$ cat config.mk
export PLATFORM = sky130hd
export DESIGN_NAME = serial_word_queue
export DESIGN_NICKNAME = d
export VERILOG_FILES = /design/src/rtl/serial_word_queue.sv
export SDC_FILE = /design/constraint.sdc
export NUM_CORES = 1
export LEC_CHECK = 0
export CAP_MARGIN = 30
export CORE_ASPECT_RATIO = 0.6
export CORE_MARGIN = 4
export CORE_UTILIZATION = 50
export DETAILED_ROUTE_END_ITERATION = 6
export MAX_ROUTING_LAYER = met4
export PLACE_DENSITY = 0.74
export SLEW_MARGIN = 20
export SYNTH_ARGS = -nofsm -noshare
export SYNTH_HDL_FRONTEND = slang
export SYNTH_SLANG_ARGS = --single-unit
$ cat constraint.sdc
create_clock -name clock_1MHz -period 6.94 [get_ports clock_1MHz]
set_clock_uncertainty 0.15 [all_clocks]
set_input_delay 0.694 -clock clock_1MHz [delete_from_list [all_inputs] [get_ports clock_1MHz]]
set_output_delay 0.694 -clock clock_1MHz [all_outputs]
set_load 0.05 [all_outputs]
$ cat src/rtl/serial_word_queue.sv
// serial_word_queue: bit-serial receiver that assembles WIDTH-bit words and
// queues them in a DEPTH-entry circular FIFO. Strobes are edge-detected so
// slow, multi-cycle strobes count once.
module serial_word_queue #(
  parameter int WIDTH     = 8,
  parameter int DEPTH     = 8,
  parameter bit LSB_FIRST = 1'b1,
  parameter bit AUTO_ENQ  = 1'b0
) (
  input  logic                       clock_1MHz,
  input  logic                       rst,
  input  logic                       data_in,
  input  logic                       write_in,
  input  logic                       enqueue_in,
  input  logic                       dequeue_in,
  output logic                       status_out,
  output logic [WIDTH-1:0]           data_out,
  output logic [$clog2(DEPTH+1)-1:0] count_out,
  output logic                       full_out,
  output logic                       empty_out,
  output logic                       overflow_out,
  output logic                       underflow_out
);
  localparam int CW = $clog2(DEPTH+1);
  localparam int AW = $clog2(DEPTH);
  localparam int BW = $clog2(WIDTH);

  typedef enum logic [1:0] {INIT, RECV, HOLD} state_t;
  state_t state, next_state;

  logic             write_q, enq_q, deq_q;
  logic             write_evt, enq_evt, deq_evt;
  logic [BW-1:0]    bit_cnt, pos;
  logic [WIDTH-1:0] shreg;
  logic [WIDTH-1:0] mem [DEPTH];
  logic [AW-1:0]    wr_ptr, rd_ptr;
  logic [CW-1:0]    count;
  logic             full, empty;
  logic             capture, last_bit, push_req, push, pop, ovf;

  assign write_evt = write_in & ~write_q;
  assign enq_evt   = enqueue_in & ~enq_q;
  assign deq_evt   = dequeue_in & ~deq_q;

  assign full     = (count == CW'(DEPTH));
  assign empty    = (count == '0);
  // A pop in the same cycle frees a slot, so a push against a full FIFO may proceed.
  assign pop      = deq_evt & ~empty;
  assign last_bit = (bit_cnt == BW'(WIDTH-1));
  assign pos      = LSB_FIRST ? bit_cnt : (BW'(WIDTH-1) - bit_cnt);
  assign push_req = AUTO_ENQ ? 1'b1 : enq_evt;

  assign status_out = (state == RECV);
  assign count_out  = count;
  assign full_out   = full;
  assign empty_out  = empty;

  // Strobe history for rising-edge detection.
  always_ff @(posedge clock_1MHz or posedge rst) begin
    if (rst) begin
      write_q <= 1'b0;
      enq_q   <= 1'b0;
      deq_q   <= 1'b0;
    end else begin
      write_q <= write_in;
      enq_q   <= enqueue_in;
      deq_q   <= dequeue_in;
    end
  end

  // Receiver state register.
  always_ff @(posedge clock_1MHz or posedge rst) begin
    if (rst) state <= INIT;
    else     state <= next_state;
  end

  // Receiver next-state and push/overflow decisions.
  always_comb begin
    next_state = state;
    capture    = 1'b0;
    push       = 1'b0;
    ovf        = 1'b0;
    case (state)
      INIT: next_state = RECV;
      RECV: begin
        if (write_evt) begin
          capture = 1'b1;
          if (last_bit) next_state = HOLD;
        end
      end
      HOLD: begin
        if (push_req) begin
          if (!full || pop) begin
            push       = 1'b1;
            next_state = RECV;
          end else begin
            ovf = ~AUTO_ENQ;
          end
        end
      end
      default: next_state = INIT;
    endcase
  end

  // Bit assembly: place each captured bit and advance the bit counter.
  always_ff @(posedge clock_1MHz or posedge rst) begin
    if (rst) begin
      bit_cnt <= '0;
      shreg   <= '0;
    end else if (capture) begin
      shreg[pos] <= data_in;
      bit_cnt    <= last_bit ? '0 : bit_cnt + BW'(1);
    end
  end

  // FIFO storage; contents need no reset since count guards reads.
  always_ff @(posedge clock_1MHz) begin
    if (push) mem[wr_ptr] <= shreg;
  end

  // FIFO pointers, occupancy, popped word and error pulses.
  always_ff @(posedge clock_1MHz or posedge rst) begin
    if (rst) begin
      wr_ptr        <= '0;
      rd_ptr        <= '0;
      count         <= '0;
      data_out      <= '0;
      overflow_out  <= 1'b0;
      underflow_out <= 1'b0;
    end else begin
      if (push) wr_ptr <= wr_ptr + AW'(1);
      if (pop) begin
        rd_ptr   <= rd_ptr + AW'(1);
        data_out <= mem[rd_ptr];
      end
      case ({push, pop})
        2'b10:   count <= count + CW'(1);
        2'b01:   count <= count - CW'(1);
        default: count <= count;
      endcase
      overflow_out  <= ovf;
      underflow_out <= deq_evt & empty;
    end
  end
endmodule

==> results of run 1 <==
## worst register-to-register path: cells and delay by family (launching register included)
kind,cells,cell delay [ns]
adder cells (fa/ha/maj),2,0.60
AND/OR/NAND/NOR,3,0.88
buffers and inverters,1,0.19
AO/OA/AOI/OAI,1,0.14
XOR/XNOR,3,0.40
flip-flops,1,0.55
## final cells by class
type,count,area (µm²),area share (%)
inverters,4,15.0,0.315
clock inverters,4,47.5,0.999
clock buffers,12,256,5.39
well taps,108,135,2.84
multi-input cells,159,1230,25.8
repair buffers,27,255,5.36
flip-flops and latches,100,2820,59.3
## path summary, 6_finish.rpt
kind	endpoint	cells past startpoint	slack, ns	startpoint
max	count_out[2]$_DFFE_PP0P_	10	3.62	dequeue_in
min	data_out[2]$_DFFE_PP0P_	2	0.37	data_out[2]$_DFFE_PP0P_
max reg2reg	count_out[2]$_DFFE_PP0P_	10	3.90	count_out[1]$_DFFE_PP0P_
min reg2reg	data_out[2]$_DFFE_PP0P_	2	0.37	data_out[2]$_DFFE_PP0P_
max in group asynchronous	rd_ptr[2]$_DFFE_PP0P_	3	5.70	rst
min in group asynchronous	write_q$_DFF_PP0_	3	0.61	rst
## power by group
group | total, W | switching, W | internal, W
combinational | 0.000599 | 0.000355 | 0.000244
sequential | 0.000900 | 0.000133 | 0.000767
clock | 0.000491 | 0.000194 | 0.000297
## cell usage in the layout (no fill, tap or decap), drive strengths merged, types with 2 or more instances in the layout
cell type,n
xnor2,4
mux2i,32
dfrtp,36
clkbuf,13
nor2,16
buf,4
ha,7
o21ai,10
a21oi,2
nor2b,2
nor3,6
mux2,13
inv,4
nand3b,2
clkinv,2
edfxtp,64
clkdlybuf4s50,22
xor2,5
nand2b,6
nand3,8
a22oi,16
nor3b,2
o22ai,2
nand2,16
## sequential cells by signal (all words and copies together), names as in the netlist, 2 cells and up
signal,cells
data_out,8
count_out,4
mem,64
wr_ptr,3
rd_ptr,3
state,2
shreg,8
bit_cnt,3
## metal layers
metal	global-route usage, %	vias to the layer above	wire (µm)
met5	-	-	0
met4	5.84	0	104
met3	5.57	11	506
met2	22.3	49	3020
met1	24.1	1069	3540
li1	-	1081	-
## metrics by stage
| stage | cell area (µm²) | utilization, % | setup slack [ns] | std cells | hold WS [ns] |
|---|---|---|---|---|---|
| floorplan | 4120 | - | 3.84 | 275 | 0.330 |
| global route | 4760 | 59.9 | 3.40 | 414 | 0.385 |
| finish | 4760 | 59.9 | 3.62 | 414 | 0.367 |
| CTS | 4750 | 59.8 | 3.62 | 413 | 0.365 |
| detailed placement | 4450 | 56.0 | 3.27 | 397 | 0.349 |
| global placement | 4450 | 56.0 | 3.41 | 397 | 0.353 |
## Yosys cell counts
cell type  number
edfxtp_1       64
dfrtp_1        36
mux2i_1        32
a22oi_1        16
nor2_1         16
nand2_1        15
mux2_2         13
o21ai_0        10
nand3_1         8
ha_1            7
nor3_1          6
buf_2           5
nand2b_1        5
xor2_1          5
inv_1           4
xnor2_1         4
buf_1           3
buf_4           3
nand3b_1        2
nor2b_1         2
nor3b_2         2
o22ai_1         2
a21oi_1         1
a21oi_2         1
a31oi_1         1
a32o_1          1
and2_1          1
and3_1          1
and3b_1         1
and4b_1         1
clkbuf_1        1
nand2_4         1
nand2b_4        1
nand4bb_1       1
nor4_1          1
nor4b_4         1
nor4bb_1        1
## cells by family (layout without fill, tap and decap cells)
group | after synthesis | after routing | share of synthesized area [%]
buffers and inverters | 16 | 47 | 1.88
AO/OA/AOI/OAI | 32 | 32 | 5.16
adder cells (fa/ha/maj) | 7 | 7 | 2.12
AND/OR/NAND/NOR | 66 | 66 | 9.16
flip-flops | 100 | 100 | 68.4
multiplexers | 45 | 45 | 11.3
XOR/XNOR | 9 | 9 | 1.91
==> summary.md, run 1 <==
| Metric | Value |
|---|---|
| Drt pass-1 iters | `4` |
| Antenna Cells | `0` |
| TNS Setup | `0 ns` |
| Crit path largest cell delay | `0.74 ns` |
| Clock Tree Buf Depth | `2` |
| Port bufs | `22` |
| Path type of the worst min-delay path | `reg -> reg` |
| Status | `complete, no violations` |
| Routability cong. | `0.801` |
| Die height | `78.3 µm` |
| Worst-path cell chain | `clkdlybuf4s50_1, nand2b_1, nor2_1, ha_1, xor2_1, ha_1, a21oi_1, xor2_1, nor2_1, xor2_1` |
| Grt total ovfl | `0` |
| Reg clk slew, reported paths | `0.06 ns` |
| Hold-fix buffers, CTS | `0` |
| CTS sink count | `100` |
| Worst EP arrival | `3.38 ns` |
| Pwr dens | `418 nW/µm²` |
| Core Area | `7950 µm²` |
| Relative slew margins | `39.1%` |
| Critical path's top delay family | `simple AND/OR/NAND/NOR gates` |
| Largest area contributor in the netlist | `edfxtp_1` |
| Area Overhead vs Synth | `15.4%` |
| Vias post-DR | `2210` |
| Tcrit/Tclk final | `47.8%` |
| Final hold violation count | `0` |
| Initial core utilization | `51.9%` |
| Yosys reg bits | `100` |
| Detail Route Antenna Nets | `0` |
| Antenna violations before repair | `0` |
| Bufs and invs on worst path | `1` |
| DRT Wirelength | `7170 µm` |
| First-pass GRT wire length | `11800 µm` |
| CP endpoint kind | `flip-flop` |
| I/O pin cnt | `23` |
| Max Slew Vio Count | `0` |
| Vias in the first global route | `2105` |
| Nets@finish | `314` |
| CP Data Required Time | `7.00 ns` |
| Gr usage total | `16.8%` |
| Max rail drop VDD | `0.000198 V` |
| Setup Viol. Count Final | `0` |
| Synth area leaders | `edfxtp_1 (47%), dfrtp_1 (22%), mux2i_1 (7.8%), mux2_2 (3.5%), a22oi_1 (2.9%)` |
| RSZ-0062 raised after global routing | `false` |
| Post-synth cell types | `37` |
| Critical Path Slowest Stage Cell | `nor2_1` |
| Post-Synthesis Cells | `275` |
| Post-synthesis average cell area | `15.0 µm²` |
| Total power | `0.00199 W` |
| H-tree depth | `3` |
| Cell chosen for the clock root | `clkbuf_16` |
| Fmax | `301 MHz` |
| Max-Cap Viols | `0` |
| DRC Markers | `0` |
| Mapped Nets | `288` |
| Cell Area, Synth | `4120 µm²` |
| Synth top area share | `46.6%` |
| CTS tree | `done` |
| Layout cells sized above 1 | `13.1%` |
| CP Class | `in -> reg` |
| CP Launch Type | `primary input` |
| Wire per inst | `17.3 µm` |
| Post-CTS sizing | `0` |
| Latest clock arrival within the worst-skew pair | `0.34 ns` |
| Most Frequent Cell on Critical Path | `xor2_1` |
| Seq/Total Area, Yosys | `68.4%` |
| Worst-Margin Slew | `0.910 ns` |
| Tmin final | `3.32 ns` |
| CTS Buf Count | `9` |
| Die Width | `125 µm` |
| Initial DRC count | `208` |
| Largest net degree at the start of global routing | `37` |
| Largest fanout on the critical path | `13` |
| Detailed Place HPWL | `5010 µm` |
| Die area | `9810 µm²` |
| LEAKAGE | `1.84 nW` |
| Ys Warns | `0` |
| Layout fillers | `620` |
| Std-Cell Rows | `25` |
| Number of buffers added for setup after CTS | `0` |
| Vias per Instance | `5.34` |
(Power assumes the default switching activity.)
==> inputs of run 2 (changes only) <==
==> constraint.sdc (replaced) <==
create_clock -name clock_1MHz -period 3.2 [get_ports clock_1MHz]
set_clock_uncertainty 0.15 [all_clocks]
set_input_delay 0.32 -clock clock_1MHz [delete_from_list [all_inputs] [get_ports clock_1MHz]]
set_output_delay 0.32 -clock clock_1MHz [all_outputs]
set_load 0.05 [all_outputs]
==> summary.md, run 2 (synthesis gave the netlist of run 1 again) <==
| Metric | Value |
|---|---|
| Clock group share of total power | `24.1%` |
| R2R depth | `10` |
| Worst-Margin Slew | `0.653 ns` |
| Worst EP arrival | `2.10 ns` |
| Status | `complete, no violations` |
| Vias post-DR | `2292` |
| CTS tree | `done` |
| Tcrit/Tclk final | `80.4%` |
| Std-Cell Rows | `25` |
| Die height | `78.3 µm` |
| Max FFs per register | `64` |
| Net switching power | `0.00150 W` |
| First-pass GRT wire length | `12200 µm` |
| Pwr dens | `892 nW/µm²` |
| Setup Viol. Count Final | `0` |
| Reg clk slew, reported paths | `0.06 ns` |
| Clock Tree Buf Depth | `2` |
| I/O pin cnt | `23` |
| Antenna violations before repair | `0` |
| Reg power frac | `45.3%` |
| RR Endpoint | `count_out[2]$_DFFE_PP0P_` |
| FF-to-FF Start | `count_out[2]$_DFFE_PP0P_` |
| Relative slew margins | `56.4%` |
| Most frequent cells in the layout | `edfxtp_1 (64), dfrtp_1 (36), mux2i_1 (32), clkdlybuf4s50_1 (21)` |
| Largest net degree at the start of global routing | `37` |
| Biggest regs | `mem x64, data_out x8, shreg x8` |
| Detail Route Antenna Nets | `0` |
| CP Class | `reg -> out` |
| Layout cells sized above 1 | `15.2%` |
| CP endpoint kind | `output pin` |
| Wire per inst | `17.4 µm` |
| Bufs and invs on worst path | `1` |
| Initial DRC count | `185` |
| Nets@finish | `324` |
| Detailed Place HPWL | `5010 µm` |
| Final hold violation count | `0` |
| Fmax | `389 MHz` |
| H-tree depth | `3` |
| Max Slew Vio Count | `0` |
| DRT Wirelength | `7370 µm` |
| Grt total ovfl | `0` |
| Die Width | `125 µm` |
| Post-CTS sizing | `0` |
| Max rail drop VDD | `0.000441 V` |
| Core Area | `7950 µm²` |
| Number of buffers added for setup after CTS | `0` |
| Layout fillers | `635` |
| Biggest register | `mem` |
| Initial core utilization | `51.9%` |
| Internal | `0.00280 W` |
| DP Cell Count | `408` |
| CTS Buf Count | `9` |
| Antenna Cells | `0` |
| CP Launch Type | `flip-flop` |
| Switch share | `34.8%` |
| TNS Setup | `0 ns` |
| LEAKAGE | `1.88 nW` |
| Gr usage total | `17.1%` |
| CP Data Required Time | `2.73 ns` |
| Largest fanout on the critical path | `9` |
| Drt pass-1 iters | `5` |
| Crit path largest cell delay | `0.87 ns` |
| Die area | `9810 µm²` |
| CTS sink count | `100` |
| Critical path's top delay family | `buffers and inverters` |
| Finished Layout Cells | `424` |
| Worst-path cell chain | `nor4b_4, clkdlybuf4s50_1` |
| Hold-fix buffers, CTS | `0` |
| Combinational share of power | `30.6%` |
| Tmin final | `2.57 ns` |
| Critical Path Slowest Stage Cell | `clkdlybuf4s50_1` |
| DRC Markers | `0` |
| Area Overhead vs Synth | `16.7%` |
| Port bufs | `22` |
| Flop2flop setup slack | `0.70 ns` |
| Cell chosen for the clock root | `clkbuf_16` |
| Latest clock arrival within the worst-skew pair | `0.34 ns` |
| Max-Cap Viols | `0` |
| Leading cell type in the layout, fill and taps excluded | `edfxtp_1` |
| Routability cong. | `0.793` |
| RSZ-0062 raised after global routing | `false` |
| Vias per Instance | `5.41` |
| Path type of the worst min-delay path | `in -> async` |
| Vias in the first global route | `2207` |
## run 2: metal layers
metal	vias to the layer above	track usage [%]	routed length, µm
met5	-	-	0
met4	0	4.22	81
met3	7	6.53	464
met2	45	22.6	3040
met1	1148	24.9	3780
li1	1092	-	-
## run 2: layout make-up
cell class / instances / area [µm²] / share of cell area, %
clock inverters: 5 / 52.6 / 1.09
multi-input cells: 159 / 1220 / 25.4
repair buffers: 37 / 330 / 6.86
well taps: 108 / 135 / 2.81
inverters: 4 / 15.0 / 0.312
flip-flops and latches: 100 / 2820 / 58.7
clock buffers: 11 / 233 / 4.84
## run 2: worst max-delay path by stage
| stage | from | to | slack, ns | cells past startpoint |
|---|---|---|---|---|
| 4_1_cts | count_out[2]$_DFFE_PP0P_ | full_out | 0.60 | 2 |
| 3_3_place_gp | enqueue_in | count_out[2]$_DFFE_PP0P_ | 0.54 | 11 |
| 6_report | count_out[1]$_DFFE_PP0P_ | full_out | 0.63 | 2 |
| 5_1_grt | count_out[1]$_DFFE_PP0P_ | full_out | 0.53 | 2 |
| 2_1_floorplan | count_out[1]$_DFFE_PP0P_ | count_out[2]$_DFFE_PP0P_ | 0.10 | 11 |
| 3_5_place_dp | enqueue_in | count_out[2]$_DFFE_PP0P_ | 0.47 | 11 |
## run 2: power groups by stage
stage / logic (W) / registers, W / clock network [W]
after detailed placement: 0.00132 / 0.00197 / 0
after floorplan: 0.000737 / 0.00213 / 0
after global routing: 0.00142 / 0.00199 / 0.00112
after CTS: 0.00132 / 0.00195 / 0.00106
final: 0.00131 / 0.00194 / 0.00104
after global placement: 0.00130 / 0.00195 / 0
## run 2: worst min-delay path, cell delays in order
cell             delay (ns)
clkdlybuf4s50_1        0.39
inv_1                  0.05
buf_4                  0.40
## run 2: per-stage QoR
| stage | hold WS (ns) | utilization, % | area (µm²) | setup WS (ns) | power (W) |
|---|---|---|---|---|---|
| 2_1_floorplan | 0.201 | - | 4120 | 0.102 | 0.00287 |
| 4_1_cts | 0.242 | 60.6 | 4810 | 0.598 | 0.00433 |
| 5_1_grt | 0.283 | 60.6 | 4810 | 0.525 | 0.00453 |
| 6_report | 0.233 | 60.6 | 4810 | 0.628 | 0.00429 |
| 3_3_place_gp | 0.347 | 57.0 | 4530 | 0.545 | 0.00325 |
| 3_5_place_dp | 0.346 | 57.0 | 4530 | 0.472 | 0.00329 |
==> inputs of run 3 (changes only) <==
--- a/config.mk
+++ b/config.mk
@@ -11,7 +11,7 @@
 export CORE_UTILIZATION = 50
 export DETAILED_ROUTE_END_ITERATION = 6
 export MAX_ROUTING_LAYER = met4
-export PLACE_DENSITY = 0.74
+export PLACE_DENSITY = 0.76
 export SLEW_MARGIN = 20
 export SYNTH_ARGS = -nofsm -noshare
 export SYNTH_HDL_FRONTEND = slang
==> constraint.sdc (replaced) <==
create_clock -name clock_1MHz -period 2.2 [get_ports clock_1MHz]
set_clock_uncertainty 0.15 [all_clocks]
set_input_delay 0.22 -clock clock_1MHz [delete_from_list [all_inputs] [get_ports clock_1MHz]]
set_output_delay 0.22 -clock clock_1MHz [all_outputs]
set_load 0.05 [all_outputs]
==> summary.md, run 3 (synthesis gave the netlist of run 1 again) <==
| Metric | Value |
|---|---|
| Worst-Margin Slew | `0.674 ns` |
| Area Overhead vs Synth | `24.0%` |
| CP Launch Type | `flip-flop` |
| CP Class | `reg -> reg` |
| Port bufs | `22` |
| Failing checks | `setup timing` |
| GRT busiest layer | `met1` |
| Max-Cap Viols | `0` |
| H-tree depth | `3` |
| Met3 Usage GRT | `5.91%` |
| Leading cell type in the layout, fill and taps excluded | `edfxtp_1` |
| Finished Core Util | `64.4%` |
| Die area | `9810 µm²` |
| Drt pass-1 iters | `4` |
| Status | `finished with violations` |
| Largest fanout on the critical path | `12` |
| DRC Markers | `0` |
| DRT Wirelength | `8000 µm` |
| Layout cells sized above 1 | `26.6%` |
| Relative slew margins | `55.0%` |
| Finished Layout Cells | `442` |
| DP Cell Count | `422` |
| Biggest regs | `mem x64, data_out x8, shreg x8` |
| Biggest register | `mem` |
| Largest net degree at the start of global routing | `37` |
| Fin area | `5110 µm²` |
| TNS Setup | `-0.102 ns` |
| Reg clk slew, reported paths | `0.07 ns` |
| Wire per inst | `18.1 µm` |
| Latest clock arrival within the worst-skew pair | `0.34 ns` |
| Grt met2 use | `25.7%` |
| Final hold violation count | `0` |
| Fmax | `441 MHz` |
| Placement Setup Slack | `-0.221 ns` |
| Gr usage total | `18.1%` |
| Antenna violations before repair | `0` |
| GR Layer Usage met1 | `25.7%` |
| Tmin final | `2.27 ns` |
| Max FFs per register | `64` |
| Path type of the worst min-delay path | `in -> async` |
| CP Data Required Time | `2.28 ns` |
| Routability cong. | `0.846` |
| Initial core utilization | `51.9%` |
| Crit path setup slack, layout | `-0.0670 ns` |
| Antenna Cells | `0` |
| Detailed Place HPWL | `5380 µm` |
| I/O pin cnt | `23` |
| Std-Cell Rows | `25` |
| Vias per Instance | `5.34` |
| Max Slew Vio Count | `0` |
| Layout fillers | `579` |
| First-pass GRT wire length | `13000 µm` |
| Detail Route Antenna Nets | `0` |
| Pwr dens | `1300 nW/µm²` |
| Initial DRC count | `224` |
| Grt total ovfl | `0` |
| RSZ-0062 raised after global routing | `true` |
| Die Width | `125 µm` |
| DP Area | `4740 µm²` |
| Setup Viol. Count Final | `2` |
| Tcrit/Tclk final | `103%` |
| R2R depth | `9` |
| Die height | `78.3 µm` |
| Vias post-DR | `2362` |
| LEAKAGE | `2.01 nW` |
| Max rail drop VDD | `0.000680 V` |
| CTS sink count | `100` |
| CP endpoint kind | `flip-flop` |
| Nets@finish | `342` |
| Vias in the first global route | `2388` |
| CTS Buf Count | `9` |
| Cell chosen for the clock root | `clkbuf_16` |
| Worst EP arrival | `2.34 ns` |
| Most frequent cells in the layout | `edfxtp_1 (64), mux2i_1 (32), dfrtp_1 (31), buf_4 (29), clkdlybuf4s50_1 (18)` |
| Core Area | `7950 µm²` |
| CTS tree | `done` |
| Clock Tree Buf Depth | `2` |
## run 3: timing repair
item                                    in CTS  in global routing
endpoints found under the setup margin       2                 45
hold buffers                                 0                  0
gates resized for setup                      2                  9
pin swaps                                    6                  7
buffers inserted                             3                  2
## run 3: per-layer routing
layer,share of wire (%),vias to the layer above
met5,0,-
met4,0.95,0
met3,7.0,5
met2,44,71
met1,48,1155
li1,-,1131
## run 3: through the flow
step	power, W	hold WS [ns]
floorplan	0.00422	0.101
global placement	0.00492	0.343
detailed placement	0.00499	0.344
CTS	0.00658	0.149
global route	0.00699	0.190
finish	0.00662	0.145
## run 3: worst max-delay path: stages, from the launching register on
cell     delay, ns
dfrtp_2       0.41
nor4_1        0.29
buf_4         0.18
nor2_1        0.07
buf_4         0.21
ha_4          0.27
buf_4         0.14
nor2_1        0.15
a31oi_2       0.13
xnor2_1       0.15
## run 3: worst paths after layout
kind / slack (ns) / endpoint / start
max: -0.07 / count_out[3]$_DFFE_PP0P_ / count_out[2]$_DFFE_PP0P_
min: 0.14 / wr_ptr[1]$_DFFE_PP0P_ / rst
max reg2reg: -0.07 / count_out[3]$_DFFE_PP0P_ / count_out[2]$_DFFE_PP0P_
min reg2reg: 0.36 / data_out[6]$_DFFE_PP0P_ / data_out[6]$_DFFE_PP0P_
max in group asynchronous: 1.40 / count_out[2]$_DFFE_PP0P_ / rst
min in group clock_1MHz: 0.22 / write_q$_DFF_PP0_ / write_in
## run 3: where the power goes
part           switching (W)  internal [W]
Clock               0.000655      0.000909
Combinational        0.00123      0.000969
Sequential          0.000434       0.00243
Total                0.00232       0.00431
## run 3: cell type report
class | instances | area, µm² | share of cell area (%)
well taps | 108 | 135 | 2.64
inverters | 4 | 15.0 | 0.294
clock buffers | 10 | 239 | 4.67
flip-flops and latches | 100 | 2830 | 55.3
clock inverters | 6 | 63.8 | 1.25
repair buffers | 55 | 526 | 10.3
multi-input cells | 159 | 1310 | 25.5
